### config.mk
export PLATFORM = sky130hd
export DESIGN_NAME = conv_result_serializer
export DESIGN_NICKNAME = d
export VERILOG_FILES = /design/src/rtl/cnn_pkg.sv /design/src/rtl/result_group_fifo.sv /design/src/rtl/conv_result_serializer.sv
export SDC_FILE = /design/constraint.sdc
export NUM_CORES = 1
export LEC_CHECK = 0
export CAP_MARGIN = 10
export CORE_MARGIN = 5
export CORE_UTILIZATION = 44
export DETAILED_ROUTE_END_ITERATION = 8
export GPL_ROUTABILITY_DRIVEN = 0
export GPL_TIMING_DRIVEN = 0
export SETUP_SLACK_MARGIN = 0.3
export SYNTH_ARGS = -nofsm -noshare
export SYNTH_HDL_FRONTEND = slang
export SYNTH_HIERARCHICAL = 1
export SYNTH_SLANG_ARGS = --single-unit
### constraint.sdc
create_clock -name iClk -period 14.5 [get_ports iClk]
set_input_delay 1.45 -clock iClk [delete_from_list [all_inputs] [get_ports iClk]]
set_output_delay 1.45 -clock iClk [all_outputs]
set_load 0.02 [all_outputs]
### src/rtl/cnn_pkg.sv
`default_nettype none
// ============================================================================
//  Module      : cnn_pkg
//  Description : Shared constants for the four-channel 3x3 conv datapath and
//                its result serializer, plus a lowest-set-bit helper.
//  Revision    : 1.0 - initial release
// ============================================================================
package cnn_pkg;

  // Channel count and width of a channel index
  localparam int NCH      = 4;
  localparam int CHW      = $clog2(NCH);

  // Default accumulator width of the conv engine
  localparam int DEF_ACCW = 32;

  // Image geometry: valid 3x3 convolution over a 28x28 image
  localparam int IMG_W    = 28;
  localparam int K        = 3;
  localparam int OUT_W    = IMG_W - K + 1;
  localparam int OUT_PIX  = OUT_W * OUT_W;

  // Words delivered per feature-map frame (all channels)
  localparam int DEF_WORDS_PER_FRAME = NCH * OUT_PIX;

  // Index of the lowest set bit; returns 0 for an all-zero mask
  function automatic logic [CHW-1:0] lsb_idx(input logic [NCH-1:0] m);
    lsb_idx = '0;
    for (int i = NCH - 1; i >= 0; i--) begin
      if (m[i]) lsb_idx = CHW'(i);
    end
  endfunction

endpackage
`default_nettype wire

### src/rtl/result_group_fifo.sv
`default_nettype none
// ============================================================================
//  Module      : result_group_fifo
//  Description : Synchronous FIFO of result groups {mask, 4 x ACCW data}.
//                Pointers carry one extra wrap bit so full/empty are exact.
//                A push while full is accepted only if a pop happens in the
//                same cycle (the slot being freed is the slot written).
//  Revision    : 1.0 - initial release
// ============================================================================
module result_group_fifo
  import cnn_pkg::*;
#(
  parameter int ACCW  = DEF_ACCW,
  parameter int DEPTH = 8
) (
  input  logic                    i_clk,
  input  logic                    i_rst_n,
  input  logic                    i_push,
  input  logic [NCH-1:0]          i_mask,
  input  logic [NCH*ACCW-1:0]     i_data,
  input  logic                    i_pop,
  output logic                    o_full,
  output logic                    o_empty,
  output logic [$clog2(DEPTH):0]  o_level,
  output logic [NCH-1:0]          o_head_mask,
  output logic [NCH*ACCW-1:0]     o_head_data
);

  localparam int c_aw = $clog2(DEPTH);
  localparam int c_pw = c_aw + 1;

  logic [NCH-1:0]      r_mask [DEPTH];
  logic [NCH*ACCW-1:0] r_data [DEPTH];
  logic [c_pw-1:0]     r_wptr;
  logic [c_pw-1:0]     r_rptr;

  logic                w_do_push;
  logic                w_do_pop;
  logic [c_aw-1:0]     w_waddr;
  logic [c_aw-1:0]     w_raddr;

  assign w_waddr     = r_wptr[c_aw-1:0];
  assign w_raddr     = r_rptr[c_aw-1:0];
  assign o_empty     = (r_wptr == r_rptr);
  assign o_full      = (r_wptr[c_aw] != r_rptr[c_aw]) && (w_waddr == w_raddr);
  assign o_level     = r_wptr - r_rptr;
  assign w_do_pop    = i_pop & ~o_empty;
  assign w_do_push   = i_push & (~o_full | w_do_pop);
  assign o_head_mask = r_mask[w_raddr];
  assign o_head_data = r_data[w_raddr];

  // Pointer update; reset empties the FIFO
  always_ff @(posedge i_clk or negedge i_rst_n) begin
    if (!i_rst_n) begin
      r_wptr <= '0;
      r_rptr <= '0;
    end else begin
      if (w_do_push) r_wptr <= r_wptr + c_pw'(1);
      if (w_do_pop)  r_rptr <= r_rptr + c_pw'(1);
    end
  end

  // Storage write; contents are only meaningful between the pointers
  always_ff @(posedge i_clk) begin
    if (w_do_push) begin
      r_mask[w_waddr] <= i_mask;
      r_data[w_waddr] <= i_data;
    end
  end

endmodule
`default_nettype wire

### src/rtl/conv_result_serializer.sv
`default_nettype none
// ============================================================================
//  Module      : conv_result_serializer
//  Description : Buffers per-cycle conv result groups and serializes them one
//                word at a time (lowest pending channel first) onto a
//                valid/ready stream, with frame-end marking and a sticky
//                overflow flag for groups dropped while the buffer is full.
//  Revision    : 1.0 - initial release
// ============================================================================
module conv_result_serializer
  import cnn_pkg::*;
#(
  parameter int ACCW            = DEF_ACCW,
  parameter int DEPTH           = 8,
  parameter int WORDS_PER_FRAME = DEF_WORDS_PER_FRAME
) (
  input  logic                    iClk,
  input  logic                    iRsn,
  input  logic [NCH-1:0]          iValid4,
  input  logic signed [ACCW-1:0]  iData0,
  input  logic signed [ACCW-1:0]  iData1,
  input  logic signed [ACCW-1:0]  iData2,
  input  logic signed [ACCW-1:0]  iData3,
  output logic                    oValid,
  input  logic                    iReady,
  output logic signed [ACCW-1:0]  oData,
  output logic [CHW-1:0]          oChan,
  output logic                    oLast,
  output logic                    oFrameDone,
  output logic                    oOverflow,
  output logic [$clog2(DEPTH):0]  oLevel
);

  localparam int c_cw = $clog2(WORDS_PER_FRAME);
  localparam logic [c_cw-1:0] c_last_cnt = c_cw'(WORDS_PER_FRAME - 1);

  // Bits of the head group already delivered; the working mask is the
  // head mask with these removed, so it only depends on registered state.
  logic [NCH-1:0]      r_sent;
  logic [c_cw-1:0]     r_cnt;
  logic                r_frame_done;
  logic                r_ovf;

  logic                w_push;
  logic                w_pop;
  logic                w_full;
  logic                w_empty;
  logic                w_hs;
  logic                w_cnt_last;
  logic [NCH-1:0]      w_head_mask;
  logic [NCH*ACCW-1:0] w_head_data;
  logic [NCH-1:0]      w_work;
  logic [NCH-1:0]      w_bit;
  logic [NCH-1:0]      w_rem;
  logic [CHW-1:0]      w_k;

  assign w_push     = |iValid4;
  assign w_work     = w_head_mask & ~r_sent;
  assign w_k        = lsb_idx(w_work);
  assign w_bit      = {{(NCH-1){1'b0}}, 1'b1} << w_k;
  assign w_rem      = w_work & ~w_bit;
  assign w_hs       = ~w_empty & iReady;
  assign w_pop      = w_hs & (w_rem == '0);
  assign w_cnt_last = (r_cnt == c_last_cnt);

  assign oValid     = ~w_empty;
  assign oChan      = w_empty ? '0 : w_k;
  assign oData      = w_empty ? '0 : w_head_data[32'(w_k) * ACCW +: ACCW];
  assign oLast      = ~w_empty & w_cnt_last;
  assign oFrameDone = r_frame_done;
  assign oOverflow  = r_ovf;

  result_group_fifo #(
    .ACCW  (ACCW),
    .DEPTH (DEPTH)
  ) u_fifo (
    .i_clk       (iClk),
    .i_rst_n     (iRsn),
    .i_push      (w_push),
    .i_mask      (iValid4),
    .i_data      ({iData3, iData2, iData1, iData0}),
    .i_pop       (w_pop),
    .o_full      (w_full),
    .o_empty     (w_empty),
    .o_level     (oLevel),
    .o_head_mask (w_head_mask),
    .o_head_data (w_head_data)
  );

  // Track delivered channels of the head group; clear when it is popped
  always_ff @(posedge iClk or negedge iRsn) begin
    if (!iRsn) begin
      r_sent <= '0;
    end else if (w_hs) begin
      r_sent <= w_pop ? '0 : (r_sent | w_bit);
    end
  end

  // Frame word counter and registered end-of-frame pulse
  always_ff @(posedge iClk or negedge iRsn) begin
    if (!iRsn) begin
      r_cnt        <= '0;
      r_frame_done <= 1'b0;
    end else begin
      r_frame_done <= w_hs & w_cnt_last;
      if (w_hs) r_cnt <= w_cnt_last ? '0 : (r_cnt + c_cw'(1));
    end
  end

  // Sticky overflow: a group arrived while full with no pop to make room
  always_ff @(posedge iClk or negedge iRsn) begin
    if (!iRsn) begin
      r_ovf <= 1'b0;
    end else if (w_push && w_full && !w_pop) begin
      r_ovf <= 1'b1;
    end
  end

endmodule
`default_nettype wire

---- Yosys cells after proc, flatten, opt, wreduce, memory -nomap -nowiden ----
Memories as Yosys holds them, arrays and structs flattened.
Index checks and enable logic that the tools add are counted.
storage, ports and cells
  logic and storage cells ................. 48
  memories ................................ 2
  RAM bits ................................ 1056
  input bits .............................. 135
  output and inout bits ................... 42
  flip-flop bits (word level) ............. 26
memory list
  memory         depth  bits a word  rd ports  clocked after memory_dff  wr ports  RTL line                 RTL
  u_fifo.r_data  8      128          1         0                         1         result_group_fifo.sv:33  logic [NCH*ACCW-1:0] r_data [DEPTH];
  u_fifo.r_mask  8      4            1         0                         1         result_group_fifo.sv:32  logic [NCH-1:0] r_mask [DEPTH];
cells by class
  reductions and logical operators ........ 6
  bitwise logic cells ..................... 14
  muxes and demuxes ....................... 10
  shifts and indexed selects .............. 2
  add/sub/neg operators ................... 4
  equality and inequality tests ........... 4
operators with widths
  cell                     count
  $shiftx A128 B8 Y32      1
  $mux W32                 1
  $add A12 B1 Y12 const B  1
  $eq A12 B12 Y1 const B   1
  $mux W12                 1
  $mux W2                  5
  $add A4 B1 Y4 const B    2
  $and A4 B4 Y4            2
  $not A4 Y4               2
  $and A1 B1 Y1            6
  $eq A4 B4 Y1             1
  $logic_not A4 Y1         1
  $mux W4                  1
  $or A4 B4 Y4             1
  $reduce_or A4 Y1         1
  $shl A1 B2 Y4 const A    1
  $sub A4 B4 Y4            1
  $eq A3 B3 Y1             1
  $logic_and A1 B1 Y1      3
  $mux W1                  2
  $not A1 Y1               2
  $logic_not A1 Y1         1
  $ne A1 B1 Y1             1
  $or A1 B1 Y1             1

---- Logic depth before layout (Yosys ltp) ----
  depth in word-level cells ............... 16
  depth in mapped cells ................... 13

---- Modules after synthesis ----
The synthesis kept the hierarchy.
by module, submodules not included
  module                  instances  area an instance (µm²)  cells an instance  sequential area each (µm²)
  result_group_fifo       1          40311.2                 1867               31910.6
  conv_result_serializer  1          2189.6                  324                450.4

---- Worst setup path after synthesis ----
Ideal clock, no wire load.
  kind .................................... flip-flop to flip-flop
  start ................................... register u_fifo.r_rptr[0]
  end ..................................... memory u_fifo/r_data[4][0] (netlist name), enable pin
  clock period less this slack ............ 15.772 ns
  arrival ................................. 14.826 ns
  stages on the path, launching flop included .. 13
  setup slack ............................. -1.272 ns
  required time ........................... 13.554 ns
  cell sequence ........................... dfrtp_1 -> buf_6 -> buf_6 -> buf_6 -> mux4_2 -> nand2_1 -> nand2_1 -> nand2b_1 -> buf_2 -> o211ai_1 -> a21oi_1 -> nor3_1 -> nor4_1
on the way
  elaborated cells between the ends (all ways) .. 22
  classes of those cells .................. 2 x eq/ne; 1 x shift; 6 x mux; 10 x bitwise; 2 x reduce/logical; 1 x memory
RTL lines
  what                               RTL line                      RTL
  from (decl)                        result_group_fifo.sv:35       logic [c_pw-1:0] r_rptr;
  from (signal assigned)             result_group_fifo.sv:59       if (w_do_pop) r_rptr <= r_rptr + c_pw'(1);
  $mem_v2 Z8 W4 (*)                  -
  via w_head_mask[0]                 conv_result_serializer.sv:50  logic [NCH-1:0] w_head_mask;
  $and A4 B4 Y4 (*)                  conv_result_serializer.sv:58  assign w_work = w_head_mask & ~r_sent;
  $mux W2                            cnn_pkg.sv:30                 if (m[i]) lsb_idx = CHW'(i);
  $shl A1 B2 Y4                      conv_result_serializer.sv:60  assign w_bit = {{(NCH-1){1'b0}}, 1'b1} << w_k;
  $not A4 Y4                         conv_result_serializer.sv:61  assign w_rem = w_work & ~w_bit;
  $and A4 B4 Y4 (*)                  conv_result_serializer.sv:61
  $logic_not A4 Y1 (*)               conv_result_serializer.sv:63  assign w_pop = w_hs & (w_rem == '0);
  $and A1 B1 Y1 (*)                  conv_result_serializer.sv:63
  via w_pop                          conv_result_serializer.sv:45  logic w_pop;
  $and A1 B1 Y1 (*)                  result_group_fifo.sv:47       assign w_do_pop = i_pop & ~o_empty;
  $or A1 B1 Y1 (*)                   result_group_fifo.sv:48       assign w_do_push = i_push & (~o_full | w_do_pop);
  $and A1 B1 Y1 (*)                  result_group_fifo.sv:48
  $mux W1 (*)                        result_group_fifo.sv:65       if (w_do_push) begin
  $mux W1 (implied by the code) (*)  result_group_fifo.sv:67       r_data[w_waddr] <= i_data;
  to (decl)                          result_group_fifo.sv:33
The timed path passes the listed nets; every way through them passes the cells marked *.

---- Worst setup path after layout ----
  start ................................... register u_fifo.r_rptr[1]
  end ..................................... output oData[22]
on the way
  elaborated cells between the ends (all ways) .. 10
  classes of those cells .................. 1 x eq/ne; 1 x shift; 5 x mux; 1 x bitwise; 2 x memory
RTL lines
  what                   RTL line                      RTL
  $mem_v2 Z8 W4          -
  via w_head_mask[1]     conv_result_serializer.sv:50
  $and A4 B4 Y4          conv_result_serializer.sv:58
  $mux W2 (2 in series)  cnn_pkg.sv:30
  $shiftx A128 B8 Y32    conv_result_serializer.sv:68  assign oData = w_empty ? '0 : w_head_data[32'(w_k) * ACCW +: ACCW];
  $mux W32               conv_result_serializer.sv:68
  to (decl)              conv_result_serializer.sv:26  output logic signed [ACCW-1:0] oData,
The timed path passes the listed nets, and every way through them passes these cells.

==> reports/summary.txt <==
CP Max Fanout: 10
Clk Latency, worst-skew pair: 0.70 ns
Max Cap Viol: 0
Crit share post-route: 49.8%
Main synth FF type: edfxtp_1
Placed wire-length estimate: 77500 µm
Fmax: 0.139 GHz
Status: finished, final reports clean
Num CTS Buffers: 109
Sw frac: 36.8%
CP max-delay cell: clkbuf_1
Die Area: 103000 µm²
# H-tree levels: 3
Crit Path Class: register to output pin
Static leakage: 0.0173 µW
Max-slew violation count: 0
WHS: 0.521 ns
Gate power share: 43.1%
Worst setup SP type: register
Core Footprint: 96300 µm²
Starting Density: 44.1%
CTS tree: yes
Total power: 12900 µW
Clock Sinks: 1082
RSZ-0062 raised after global routing: no
Share of cells above drive strength 1: 24.4%
CTS Buffer Depth: 3
Reg clk slew, reported paths: 0.06 ns
Synthesized Nets: 2333
CP arrival: 5.77 ns
Die H: 321 µm
Clock Power Share: 21.6%
Area Overhead vs Synth: 19.9%
Vias in the first global route: 22500
# Post-CTS Setup Buffers: 0
WL final: 108000 µm
Layout Nets: 2751
Post-synthesis sequential element count: 1082
Vias: 22200
Rel. slew slack: 22.3%
Vias per inst: 5.57
CTS resizes: 0
Drt drc: 0
Number of placement rows: 114
Die W: 321 µm
Register area share after synthesis: 76.1%
Post-synthesis cell area: 42500 µm²
Drt wl/cell: 27.2 µm
GRT Overall Usage: 21.0%
Post-route ant nets: 0
Synth Instances: 2191
Pre-CTS WS: 8.02 ns
Io pins: 177
First-pass detailed-route iteration total: 5
YS warnings: 6
Aggregate global routing overflow: 0
Skew final: 0.0423 ns
CP Data Required Time: 13.05 ns
Distinct cells, synth: 46
Crit path cell chain: buf_2, clkbuf_1, buf_2, mux4_2, nand2_1, nand2_1, nor2b_1, buf_2, o31ai_4, buf_6, nand2_1, a21oi_1, clkdlybuf4s50_1
Initial antenna violation count: 15
Worst IR Drop VDD: 0.000165 V
Hold Path Class: register to register
Net switching power: 4740 µW
Setup violations, final: 0
Slowest stage delay, CP: 0.73 ns
Period minus WS final: 7.22 ns
Flop pwr share: 35.3%
First-pass GRT wire length: 157000 µm
Final Hold Viols: 0
Number of flops mapped to enable cells by yosys: 1056
Largest net degree at the start of global routing: 27
Measured slew at the worst slew-check pin: 1.16 ns
Layout fillers: 7563
Async S/R FF share, synth: 2.40%
Root buffer cell: clkbuf_16
Mapped Avg Cell Area: 19.4 µm²
Initial DRC count: 2307
Int Pwr: 8140 µW
PD cells: 253 nW/µm²
# hold bufs at CTS: 0
Port bufs: 176
Setup ws final: 7.28 ns
Worst setup EP type: output pin
==> state kept, by name, summed over array words and instances (netlist names) <==
signal / count
u_fifo/r_mask: 32
r_cnt: 12
u_fifo/r_wptr: 4
oOverflow: 1
r_sent: 4
u_fifo/r_rptr: 4
u_fifo/r_data: 1024
oFrameDone: 1
==> power by group through the flow <==
stage	Sequential [µW]	Clock, µW	Combinational (µW)
floorplan	4850	0	3070
global placement	5220	0	5180
detailed placement	4610	0	5580
CTS	4550	2840	5600
global route	4610	2970	5850
finish	4550	2780	5550
==> cells in the final DEF, fill, tap and decap left out, types with 3 or more instances in the layout <==
cell             count
a21oi_2             10
nand2_1            430
buf_6               93
bufinv_16           11
mux4_2             264
nor3_1               4
nand4_1              4
a21o_1              33
nor3_2               4
clkbuf_1            66
nand2b_1             5
clkinv_16            3
edfxtp_1          1056
nand2_2             10
buf_2               46
clkbuf_8             5
nor2_1              14
dfrtp_1             26
clkbuf_16          109
a21oi_1             60
clkdlybuf4s50_1    175
xnor2_1             13
ha_1                 6
buf_1               12
o21ai_0             39
diode_2              6
xor2_1               4
nand3_1             43
inv_6                3
buf_4               48
buf_12               9
nor2b_1              5
inv_1               11
clkinv_2            11
clkinv_1            21
buf_16               4
buf_8               10
==> metrics by stage <==
step                cell area (µm²)  setup TNS [ns]  instances  utilization (%)
floorplan                     42500         -335.86       2191                -
global placement              45900        -9598.73       3643             47.6
detailed placement            47400               0       3774             49.2
CTS                           51000               0       3976             52.9
global route                  51000               0       3977             52.9
finish                        51000               0       3982             52.9
==> worst paths after layout <==
kind | slack, ns | to | cells past startpoint | startpoint
max | 7.28 | oData[22] | 13 | u_fifo/r_rptr[1]
min | 0.52 | r_cnt[10] | 1 | r_cnt[10]
max reg2reg | 8.07 | u_fifo/r_data[4][15] | 17 | u_fifo/r_rptr[1]
min reg2reg | 0.52 | r_cnt[10] | 1 | r_cnt[10]
max in group asynchronous | 13.30 | oOverflow | 1 | iRsn
min in group asynchronous | 0.77 | r_cnt[0] | 1 | iRsn
==> cell families (layout without fill, tap and decap cells) <==
logic type                 after synthesis  after routing  synth area share [%]
buffers and inverters                  134            643                  1.89
muxes                                  266            266                  14.1
xor gates and xnor gates                18             18                 0.389
other                                    0              6                     0
and+or+nand+nor                        531            531                  5.13
DFF                                   1082           1082                  76.1
adders and majority gates                7              7                 0.224
AOI/OAI and AO/OA                      153            153                  2.18
==> cells in the mapped netlist, types with 3 or more instances <==
cell type / instances / area share, %
nand3_1: 43 / 0.51
o21ai_0: 39 / 0.46
buf_2: 45 / 0.53
clkbuf_1: 32 / 0.28
inv_1: 11 / 0.097
nor4_1: 3 / 0.044
nand4_1: 4 / 0.059
buf_1: 12 / 0.11
nand2b_1: 5 / 0.074
nor2_1: 16 / 0.14
buf_6: 32 / 0.85
nor3_1: 8 / 0.094
xnor2_1: 13 / 0.27
xor2_1: 4 / 0.082
ha_1: 6 / 0.18
nand2_2: 10 / 0.15
nand2_1: 430 / 3.8
nor2b_1: 5 / 0.074
mux4_2: 264 / 14
edfxtp_1: 1056 / 75
a21o_1: 33 / 0.58
a21oi_2: 10 / 0.21
dfrtp_1: 26 / 1.5
a21oi_1: 60 / 0.71
==> worst max-delay path, delay by kind of cell, from the launching register on <==
kind,cells,cell delay [ns]
simple gates,4,0.60
mux,1,0.37
flops,1,0.41
buf+inv,6,2.68
compound gates,2,1.00
==> final cells by class <==
class	count	area, µm²	area share, %
well taps	1276	1600	3.13
flip-flops and latches	1082	32400	63.5
clock inverters	54	653	1.28
multi-input cells	975	9380	18.4
plain buffers	122	758	1.49
repair buffers	307	3240	6.35
inverters	12	45.0	0.0884
clock buffers	148	2920	5.74
diodes	6	15.0	0.0295
==> metal layers <==
metal	GRT usage [%]	wire length (µm)	vias to the layer above
met5	0	81	-
met4	5.40	2400	12
met3	4.37	8070	152
met2	34.6	53800	774
met1	29.0	44100	11700
li1	-	-	9542
Power figures use the tool's default switching activity.
